`src/rtl/jt51_dac_seq.sv`:
```
// jt51_dac_seq: YM3012-style serial DAC sequencer for the JT51 output stage.
// Stereo pairs are converted through one shared lin2exp and shifted out as 13-bit float words.
module jt51_dac_seq #(
  parameter int BITDIV = 2
) (
  input  logic        rst,
  input  logic        clk,
  input  logic        cen,
  input  logic        in_valid,
  output logic        in_ready,
  input  logic [15:0] left,
  input  logic [15:0] right,
  output logic [15:0] cnv_lin,
  input  logic [9:0]  cnv_man,
  input  logic [2:0]  cnv_exp,
  output logic        so,
  output logic        sh1,
  output logic        sh2,
  output logic        underrun
);

  typedef enum logic [1:0] {IDLE, CONV_L, CONV_R, PEND} state_t;

  localparam logic [3:0] DIVLAST = 4'(BITDIV - 1);

  state_t      state;
  state_t      state_nxt;
  logic [3:0]  divider;
  logic [4:0]  slot;
  logic [4:0]  slot_nxt;
  logic        tick;
  logic        boundary;
  logic        accept;
  logic        load;
  logic [15:0] hold_l;
  logic [15:0] hold_r;
  logic [12:0] nxt_l;
  logic [12:0] nxt_r;
  logic [12:0] cur_l;
  logic [12:0] cur_r;
  logic [12:0] word_l;
  logic [12:0] word_r;
  logic [31:0] frame;
  logic [30:0] shreg;
  logic        armed;

  assign tick     = cen && (divider == DIVLAST);
  assign boundary = tick && (slot == 5'd31);
  assign accept   = in_valid && in_ready;
  assign load     = boundary && (state == PEND);
  assign slot_nxt = slot + 5'd1;

  // Words are {exp, man}; each channel gets three leading zero slots, then LSB-first bits.
  assign word_l = load ? nxt_l : cur_l;
  assign word_r = load ? nxt_r : cur_r;
  assign frame  = {word_r, 3'b000, word_l, 3'b000};

  always_ff @(posedge clk) begin
    if (rst) begin
      divider <= 4'd0;
      slot    <= 5'd0;
    end else if (cen) begin
      divider <= tick ? 4'd0 : divider + 4'd1;
      if (tick)
        slot <= slot_nxt;
    end
  end

  always_ff @(posedge clk) begin
    if (rst)
      state <= IDLE;
    else
      state <= state_nxt;
  end

  always_comb begin
    state_nxt = state;
    case (state)
      IDLE:    if (accept) state_nxt = CONV_L;
      CONV_L:  state_nxt = CONV_R;
      CONV_R:  state_nxt = PEND;
      PEND:    if (boundary) state_nxt = IDLE;
      default: state_nxt = IDLE;
    endcase
  end

  always_comb begin
    in_ready = (state == IDLE);
    cnv_lin  = 16'd0;
    case (state)
      CONV_L:  cnv_lin = hold_l;
      CONV_R:  cnv_lin = hold_r;
      default: cnv_lin = 16'd0;
    endcase
  end

  // The converter is shared: each channel's result is captured during its own conversion clk.
  always_ff @(posedge clk) begin
    if (rst) begin
      hold_l <= 16'd0;
      hold_r <= 16'd0;
      nxt_l  <= 13'd0;
      nxt_r  <= 13'd0;
    end else begin
      if (accept) begin
        hold_l <= left;
        hold_r <= right;
      end
      if (state == CONV_L)
        nxt_l <= {cnv_exp, cnv_man};
      if (state == CONV_R)
        nxt_r <= {cnv_exp, cnv_man};
    end
  end

  // Without a pending pair the frame boundary reloads the previous words, so the frame repeats.
  always_ff @(posedge clk) begin
    if (rst) begin
      so    <= 1'b0;
      sh1   <= 1'b0;
      sh2   <= 1'b0;
      shreg <= 31'd0;
      cur_l <= 13'd0;
      cur_r <= 13'd0;
    end else if (tick) begin
      if (boundary) begin
        so    <= frame[0];
        shreg <= frame[31:1];
        if (load) begin
          cur_l <= nxt_l;
          cur_r <= nxt_r;
        end
      end else begin
        so    <= shreg[0];
        shreg <= {1'b0, shreg[30:1]};
      end
      sh1 <= (slot_nxt == 5'd15);
      sh2 <= (slot_nxt == 5'd31);
    end
  end

  always_ff @(posedge clk) begin
    if (rst) begin
      underrun <= 1'b0;
      armed    <= 1'b0;
    end else begin
      underrun <= boundary && !load && armed;
      if (load)
        armed <= 1'b1;
    end
  end

endmodule

```
`config.mk`:
```
export PLATFORM = sky130hd
export DESIGN_NAME = jt51_dac_seq
export DESIGN_NICKNAME = d
export VERILOG_FILES = /design/src/rtl/jt51_dac_seq.sv
export SDC_FILE = /design/constraint.sdc
export NUM_CORES = 1
export LEC_CHECK = 0
export CAP_MARGIN = 20
export CELL_PAD_IN_SITES_DETAIL_PLACEMENT = 1
export CELL_PAD_IN_SITES_GLOBAL_PLACEMENT = 2
export CORE_ASPECT_RATIO = 2
export CORE_MARGIN = 3
export CORE_UTILIZATION = 33
export CTS_CLUSTER_DIAMETER = 120
export CTS_CLUSTER_SIZE = 8
export DETAILED_ROUTE_END_ITERATION = 16
export PLACE_DENSITY_LB_ADDON = 0.05
export SYNTH_ARGS = -nofsm -noshare
export SYNTH_HDL_FRONTEND = slang
export SYNTH_SLANG_ARGS = --single-unit
```
`constraint.sdc`:
```
create_clock -name clk -period 2.3 [get_ports clk]
set_input_delay 0.46 -clock clk [delete_from_list [all_inputs] [get_ports clk]]
set_output_delay 0.46 -clock clk [all_outputs]
set_load 0.01 [all_outputs]
```
* Word level (Yosys, flattened, before mapping)
Cells that the tools add are included.
Cells by class: $add $sub $neg 2, equal/unequal tests 9, muxes and demuxes 9, reduce and logical (&&, ||, !) cells 11
Operators with widths (number):
- 16-bit case mux with 2 select lines | 1
- 31-bit 2-to-1 mux | 1
- 13-bit 2-to-1 mux | 2
- 5-bit == test (second input constant) | 2
- 2-bit case mux with 4 select lines | 1
- 1-bit logical AND | 6
- 2-bit AND reduction | 3
- 5-bit by 1-bit adder with 5-bit output (second input constant) | 1
- 5-bit by 4-bit == test with 1-bit output (second input constant) | 1
- 4-bit by 1-bit adder with 4-bit output (second input constant) | 1
- 2-bit == test (second input constant) | 2
- 4-bit by 1-bit == test with 1-bit output (second input constant) | 1
- 2-bit 2-to-1 mux | 2
- 4-bit 2-to-1 mux | 1
- 2-bit by 1-bit == test with 1-bit output (second input constant) | 1
- 2-bit logical NOT | 1
- 2-bit by 1-bit != test with 1-bit output (second input constant) | 1
- 2-bit != test (second input constant) | 1
- 1-bit logical NOT | 1
- 1-bit 2-to-1 mux | 1
Storage, ports and cells: register bits after elaboration 131, bits of input ports 49, output and inout bits 21, word-level logic and storage cells 46

* Depth between registers and ports, before layout
Gate-level depths: netlist (run 1).
depth after elaboration 7, depth in mapped cells 9, gate-level depth less buffers 7

* Worst setup path after synthesis (run 1)
Ideal clock, no wire load.
path kind register -> register, start register slot[1], end register shreg[21], setup time 0.128 ns, arrival 1.693 ns, required time 2.172 ns, setup slack 0.479 ns, cell stages (with the launch flop) 10, path buffers 3, clock period less this slack 1.821 ns, path through dfxtp_1 -> ha_1 -> and3_1 -> ha_1 -> buf_2 -> buf_2 -> clkbuf_1 -> a211oi_1 -> a21oi_1 -> nor2_1
On the way: word-level cells in the longest chain between the ends 5
Ends and longest elaborated chain:
- start, declared | RTL line 29 | logic [4:0] slot;
- start signal, assigned | RTL line 65 | slot <= slot_nxt;
- 5-bit == test (*) | RTL line 48 | assign boundary = tick && (slot == 5'd31);
- 1-bit logical AND (*) | RTL line 48
- 1-bit logical AND | RTL line 50 | assign load = boundary && (state == PEND);
- 13-bit 2-to-1 mux
- 31-bit 2-to-1 mux (*) | RTL line 126 | if (boundary) begin
- end signal, assigned | RTL line 128 | shreg <= frame[31:1];
- end signal, assigned | RTL line 135 | shreg <= {1'b0, shreg[30:1]};
- end, declared | RTL line 44 | logic [30:0] shreg;
Every way passes the cells marked *; elsewhere a longest branch is shown, timed or not. A chain may end at the register's enable or synchronous reset.

* Worst setup path after layout (run 1)
start register state[0], end output cnv_lin[11]
On the way: word-level cells in the longest chain between the ends 2, elaborated cells between the ends (all ways) 3, classes of those cells 2 x eq/ne; 1 x mux
Ends and longest elaborated chain:
- start, declared | RTL line 26 | state_t state;
- start signal, assigned | RTL line 73 | state <= state_nxt;
- 2-bit == test or 2-bit by 1-bit == test with 1-bit output (tied branches) | RTL line 90 | case (state)
- 16-bit case mux with 2 select lines (*) | RTL line 90
- end, declared | RTL line 13 | output logic [15:0] cnv_lin,
Marked as above.

==> results.txt, run 1 <==
Data arrives at the worst endpoint at 1800 ps. The number of vias in the routed layout came out at 4687. The wire length reported by the detailed router came out at 15500 um. The total I/O pin count came out at 70. The total count of hold-check failures in the final report came out at 0. The number of slew-limit violations in the final report came out at 0. The leakage power came out at 0.00249 uW.

Static timing analysis puts the maximum clock frequency at 443 MHz. The endpoint type of the worst setup path is an output port. The combined global-route utilization of all metal layers came out at 0.173. The largest net degree at the start of global routing came out at 49.

The buffers plus inverters on the worst setup path came out at 3. For the pin with the worst max-slew slack, the measured transition is 559 ps. The sequential area share after synthesis came out at 0.464. The starting density of the core came out at 0.337. The number of DRC markers after the initial detailed-route iteration is 110. The global-route wire length before repair is 25900 um. The total number of nets in the final design is 773. The start-to-end type of the worst setup path is flop to output port. Setup repair after global routing could not meet its margin everywhere. dfxtp_1 takes more of the synthesized area than any other cell. In this run the worst path has a maximum fanout of 10. The area growth from synthesis to final layout came out at 29.1%. The top cell types in the final layout, fill and taps aside, are dfxtp_1 (129), nand2_1 (112), nor2_1 (86). The final setup violation count came out at 0. The core region is 16800 um^2. The number of unique standard cell types used by synthesis came out at 36. The library cell used most frequently in the layout, excluding fill and tap cells, is dfxtp_1.

The detail route stage leaves a number of antenna-violating nets equal to 0. The number of buffers created by CTS is 17. The flow ran to the end, and the final reports show no timing, DRC or antenna violations. Input and output buffers added on the ports amount to 69.

The antenna diode count is 0. The post-synthesis register bit count came out at 131. On the critical path, the stage with the largest delay is an instance of dfxtp_4. The setup TNS came out at 0 ps. The average wire per cell in the routed design came out at 16.6 um. The kind of start point of the critical path is a flop.

Data on the critical path is required at its endpoint by 1840 ps. The area share of the largest cell type after synthesis is 0.464. Across the VDD grid, the largest voltage drop is 0.473 mV. The total power divided by cell area came out at 984 nW/um^2. The routed via count divided by cell count is 5.01. The worst slew slack as a fraction of its limit came out at 0.627.

The kind of cell adding the most delay to the critical path is buffers and inverters. After floorplanning, the core was divided into 67 placement rows. For the worst-skew pair, the clock arrives at the later sink with an insertion delay of 410 ps. TritonCTS built the clock tree.

The die height is 191 um. For this run, the detailed router's first-pass iteration total came to 4. The maximum single-stage delay on the critical path is 380 ps. The setup clock skew after layout came out at 6.52 ps. The min-delay analysis places its worst path in the category flop to flop. The clock-pin slew of the registers on the worst-case setup and hold paths is 60 ps. The sink count of the clock tree came out at 131. The initial antenna violation count is 0. The synthesized instance count is 656. Detailed placement finished with a half-perimeter wire length of 10500 um.

The H-tree generated during clock tree synthesis spans 4 levels. The cell sitting at the root of the clock tree is a clkbuf_16. After detailed routing, the number of remaining DRC violations is 0. The final critical delay including setup and external delays is 2260 ps. Buffers inserted to repair hold after CTS numbered 0. Counting along the longest clock path gives a buffer depth of 2. The die boundary width came out at 98.5 um. The final worst-path cycle share is 0.981. Summing internal, switching and leakage power gives 7180 uW. The die covers 18800 um^2. The number of violations of the max-capacitance limit is 0. The yosys synthesis warning count is 0. The final RePlAce weighted congestion came out at 0.723.

The via count of the first global-routing pass is 5165. The remaining global-route overflow is 0. The critical path goes through inv_2 > ha_4 > bufbuf_16 > a22oi_1 > nor2b_1 > clkdlybuf4s15_1. The cell area after synthesis came out at 5650 um^2. The synthesized area divided by synthesized cell count came out at 8.61 um^2.

After filler insertion, the fill cell instance count of the layout stands at 1971. The net count after synthesis is 714. Of the cells placed in the final design, the portion with a size suffix greater than 1 is 0.161. Ranked by total cell area, the synthesized netlist is headed by dfxtp_1 (46%), mux2i_1 (9.6%), nand2_1 (7.4%), a21oi_1 (6.6%), nor2_1 (5.7%).
## synthesized netlist by cell type, drive strengths merged
master and count:
nand4bb 1, inv 5, and3 2, dfxtp 131, nand4b 1, and4bb 1
mux2 1, nand3b 8, nand4 1, mux2i 54, a21oi 93, xor2 4
or3 1, xnor2 1, a211oi 27, ha 9, o31ai 1, clkbuf 36
o21ai 2, nor3 3, nand3 3, nor4b 1, nor2 86, a221oi 1
buf 18, nor2b 17, nand2 131, and2 1, a22oi 16
## metrics by stage
step | instances | instance area (um^2) | hold WS, ps | utilization | worst slack, ps
finish | 935 | 7290 | 455 | 0.435 | 44.3
detailed placement | 900 | 6600 | 450 | 0.393 | 153
CTS | 934 | 7240 | 458 | 0.432 | -72.4
floorplan | 656 | 5650 | 432 | - | 479
global placement | 900 | 6600 | 439 | 0.393 | 189
global route | 935 | 7290 | 479 | 0.435 | -16.6
## path summary, 6_finish.rpt
check | end | start | slack (ps) | cells past startpoint
max | cnv_lin[11] | state[0] | 40 | 6
min | shreg[15] | shreg[15] | 460 | 2
max reg2reg | state[1] | slot[0] | 300 | 7
min reg2reg | shreg[15] | shreg[15] | 460 | 2
## power by group
part | leakage (uW) | switching [uW] | internal (uW)
Combinational | 0.00114 | 923 | 877
Clock | 0.000285 | 974 | 1700
Sequential | 0.00106 | 188 | 2510
Total | 0.00249 | 2090 | 5090
## worst register-to-register path, delay by kind of cell, from the launching register on
family          cells  cell delay [ps]
mux                 1              270
compound gates      1              390
simple gates        3              310
fa+ha+maj           2              530
flops               1              380
## cells by family after synthesis
group | Yosys count | synth area share
AO/OA/AOI/OAI | 140 | 0.157
XOR/XNOR | 5 | 0.00776
adder cells (fa/ha/maj) | 9 | 0.0199
buffers and inverters | 59 | 0.0512
flip-flops | 131 | 0.464
multiplexers | 55 | 0.0977
AND/OR/NAND/NOR | 257 | 0.202
## registers in the layout (all words and copies together) (netlist names), 2 cells and up
name and flops:
cur_l 13, cur_r 13, divider 4, hold_l 16, hold_r 16, nxt_l 13, nxt_r 13, shreg 31
slot 5, state 2
## per-layer routing
| layer | share of wire | vias to the layer above | track usage |
|---|---|---|---|
| met1 | 0.40 | 2269 | 0.176 |
| met2 | 0.55 | 74 | 0.334 |
| met5 | 0 | - | 0 |
| met3 | 0.027 | 20 | 0.0402 |
| li1 | - | 2324 | - |
| met4 | 0.022 | 0 | 0.0637 |
## repair_timing
item                       CTS  global route
setup endpoints to repair   16            14
pin swaps                    0             1
gates cloned                 2             0
resized for setup           20            28
setup buffers                0             1
## final cells by class
class	instances	area, um^2	area share
clock buffer	23	488	0.0669
clock inverter	9	103	0.0141
inverter	5	18.8	0.00257
multi-input combinational	466	2800	0.384
sequential	131	2630	0.361
tap	207	259	0.0355
timing repair buffer	94	993	0.136
No activity file was read; power rests on OpenSTA's default activity.
==> run 2, diff against run 1 <==
--- a/config.mk
+++ b/config.mk
@@ -14,6 +14,7 @@
 export CTS_CLUSTER_DIAMETER = 120
 export CTS_CLUSTER_SIZE = 8
 export DETAILED_ROUTE_END_ITERATION = 16
+export GPL_TIMING_DRIVEN = 0
 export PLACE_DENSITY_LB_ADDON = 0.05
 export SYNTH_ARGS = -nofsm -noshare
 export SYNTH_HDL_FRONTEND = slang
==> run 2 against run 1 <==
Effect of this change: critical path depth unchanged; clock skew up 5.6 ps; global-route usage up 2.4 points.
==> results.txt, run 2 (same netlist as run 1, synthesis figures left out) <==
The initial utilization of the core area, before any placement, comes to 0.337. Measured against its own limit, the worst slew margin works out to 0.486. The remaining global-route overflow is 0. Setup repair after global routing could not meet its margin everywhere. The area growth from synthesis to final layout came out at 29.1%. The number of DRC markers after the initial detailed-route iteration came out at 85.

STA classifies the critical path endpoint as an output port. The post-cts hold buffer count is 0. The worst register-to-register path has a setup slack of 140 ps. The final setup violation count is 0.

The CTS tree is yes. The root buffer cell chosen for the clock tree is clkbuf_16. The repair_antennas step left the layout with diodes totalling 0.

Detailed placement finished with a half-perimeter wire length of 13600 um. The H-tree was split into 4 levels. The setup clock skew after layout is 12.1 ps. The required time of the critical path is 1840 ps. After detailed routing, the number of vias per cell comes to 5.05.

The worst-case clock buffer depth is 2. The path type of the worst min-delay path is flop to flop. After detailed routing, the average wire length per cell comes to 18.6 um.

The die is 98.5 um wide. More flip-flops sit in one register than any other, and that register is shreg. Data on the critical path arrives at its endpoint at 1810 ps.

The setup TNS is 0 ps. The initial antenna violation count was 0. Across all layers, the routed design uses 4872 vias. The routed design could run at a clock period as short as 2270 ps. TritonCTS created 17 clock buffers.

For this run, the detailed router's first-pass iteration total came to 4. The launch point of the worst reg-to-reg path is slot[1]. IR analysis of the VDD net gives a maximum drop of 0.432 mV. The die is 191 um tall. The clock reaches the later pin of the worst-skew pair after 430 ps.

Based on the critical path, the design can be clocked at up to 441 MHz. Of the cells placed in the final design, the portion with a size suffix greater than 1 is 0.141. The total I/O pin count is 70. The register with the most flip-flops in the layout has 31 of them. The power after layout came out at 7180 uW. The top cell types in the final layout, fill and taps aside, are dfxtp_1 (129), nand2_1 (112), nor2_1 (86). Clock-pin slew was measured on the worst setup and hold paths at 60 ps. The post-placement cell count came out at 931. The combined global-route utilization of all metal layers is 0.197. The final instance count without filler cells came out at 965. For this design, the slowest cell found on the critical path is dfxtp_2. The critical path goes through inv_1 > ha_2 > clkbuf_8 > a22oi_1 > nor2b_1 > dlygate4sd2_1. The number of slew-limit violations in the final report came out at 0. Grouping stages by cell kind, the critical path spends the most delay in buffers and inverters. Measured in cells, the most critical reg-to-reg path has a length of 9. The hold slack came out at 456 ps. In the final layout, the registers with the most flip-flops are shreg (31), hold_l (16), hold_r (16).

The worst setup path is launched from a flop. The wire length reported by the detailed router is 18000 um. The maximum fanout along the worst path is 7.

During placement, the flow inserted port buffers numbering 68. The run finished with clean final reports. The die footprint is 18800 um^2.

The core footprint is 16800 um^2. Entering global routing, the biggest net connects 17 pins. For this design the static power due to leakage is 0.00251 uW. Power spread over the standard cell area amounts to 985 nW/um^2. The row count came out at 67. The maximum single-stage delay on the critical path came out at 350 ps. The first global-routing pass estimated 28000 um of wire. The endpoint identified for the worst register-to-register timing path is shreg[13]. The via count of the first global-routing pass came to 5308. The final RePlAce weighted congestion is 0.803. The path with the worst hold slack has its endpoint at hold_l[14]. The total count of hold-check failures in the final report came out at 0. The number of cells traversed by the worst hold path is 2. The worst hold path begins at hold_l[14]. The number of nets with antenna violations after detailed routing came out at 0.

The critical path in this run is classified as flop to output port. Dividing the final minimum period by the clock period gives 0.987. The net count of the finished layout is 803. The count of filler cells inserted in the layout came out at 2003.

The library cell used most frequently in the layout, excluding fill and tap cells, is dfxtp_1. After detailed routing, the number of remaining DRC violations is 0. The final standard cell area without fillers is 7290 um^2.

Clock tree synthesis found a total of 131 sinks. The buffers plus inverters on the worst setup path came out at 3. The total cell area at the placement stage is 6590 um^2.

For the pin with the worst max-slew slack, the measured transition is 771 ps. The tool flagged a number of max-cap violations equal to 0. The critical path crosses 6 cells after its start point.
run 2: per-layer routing:
layer | part of all wire | track usage | vias up
li1 | - | - | 2394
met1 | 0.36 | 0.176 | 2353
met2 | 0.58 | 0.399 | 92
met3 | 0.030 | 0.0413 | 33
met4 | 0.033 | 0.0984 | 0
met5 | 0 | 0 | -
run 2: how the worst max path moves through the flow:
stage | start | to
after floorplan | slot[1] | shreg[21]
after global routing | state[0] | cnv_lin[13]
after global placement | state[0] | cnv_lin[14]
final | state[0] | cnv_lin[7]
after CTS | slot[1] | state[0]
after detailed placement | state[0] | cnv_lin[6]
run 2: worst reg2reg max path: stages, from the launching register on:
cell	delay, ps
dfxtp_1	390
ha_1	240
and3_1	220
ha_1	160
buf_2	200
buf_2	320
nor2_1	110
a211oi_1	300
a21oi_1	70
nor2_1	90
run 2: cell type report:
type / instances / area, um^2 / area share
repair buffers: 70 / 674 / 0.0925
flip-flops and latches: 131 / 2630 / 0.360
inverters: 5 / 18.8 / 0.00257
clock inverters: 7 / 95.1 / 0.0130
plain buffers: 54 / 328 / 0.0450
clock buffers: 25 / 515 / 0.0707
multi-input cells: 466 / 2780 / 0.381
well taps: 207 / 259 / 0.0355
run 2: per-stage QoR:
step / worst slack [ps] / utilization
floorplan: 479 / -
global placement: -386 / 0.393
detailed placement: -465 / 0.393
CTS: 0.495 / 0.434
global route: -69.3 / 0.435
finish: 30.6 / 0.435
run 2: what timing repair did:
action	4_1_cts	5_1_grt
gates cloned	0	0
setup buffers	2	0
hold endpoints to repair	0	0
gates resized for setup	42	16
endpoints found under the setup margin	36	52
run 2: report_power, final:
part           leakage [uW]  switching, uW  internal, uW
registers           0.00106            196          2500
clock network      0.000288           1020          1770
logic               0.00116            955           740
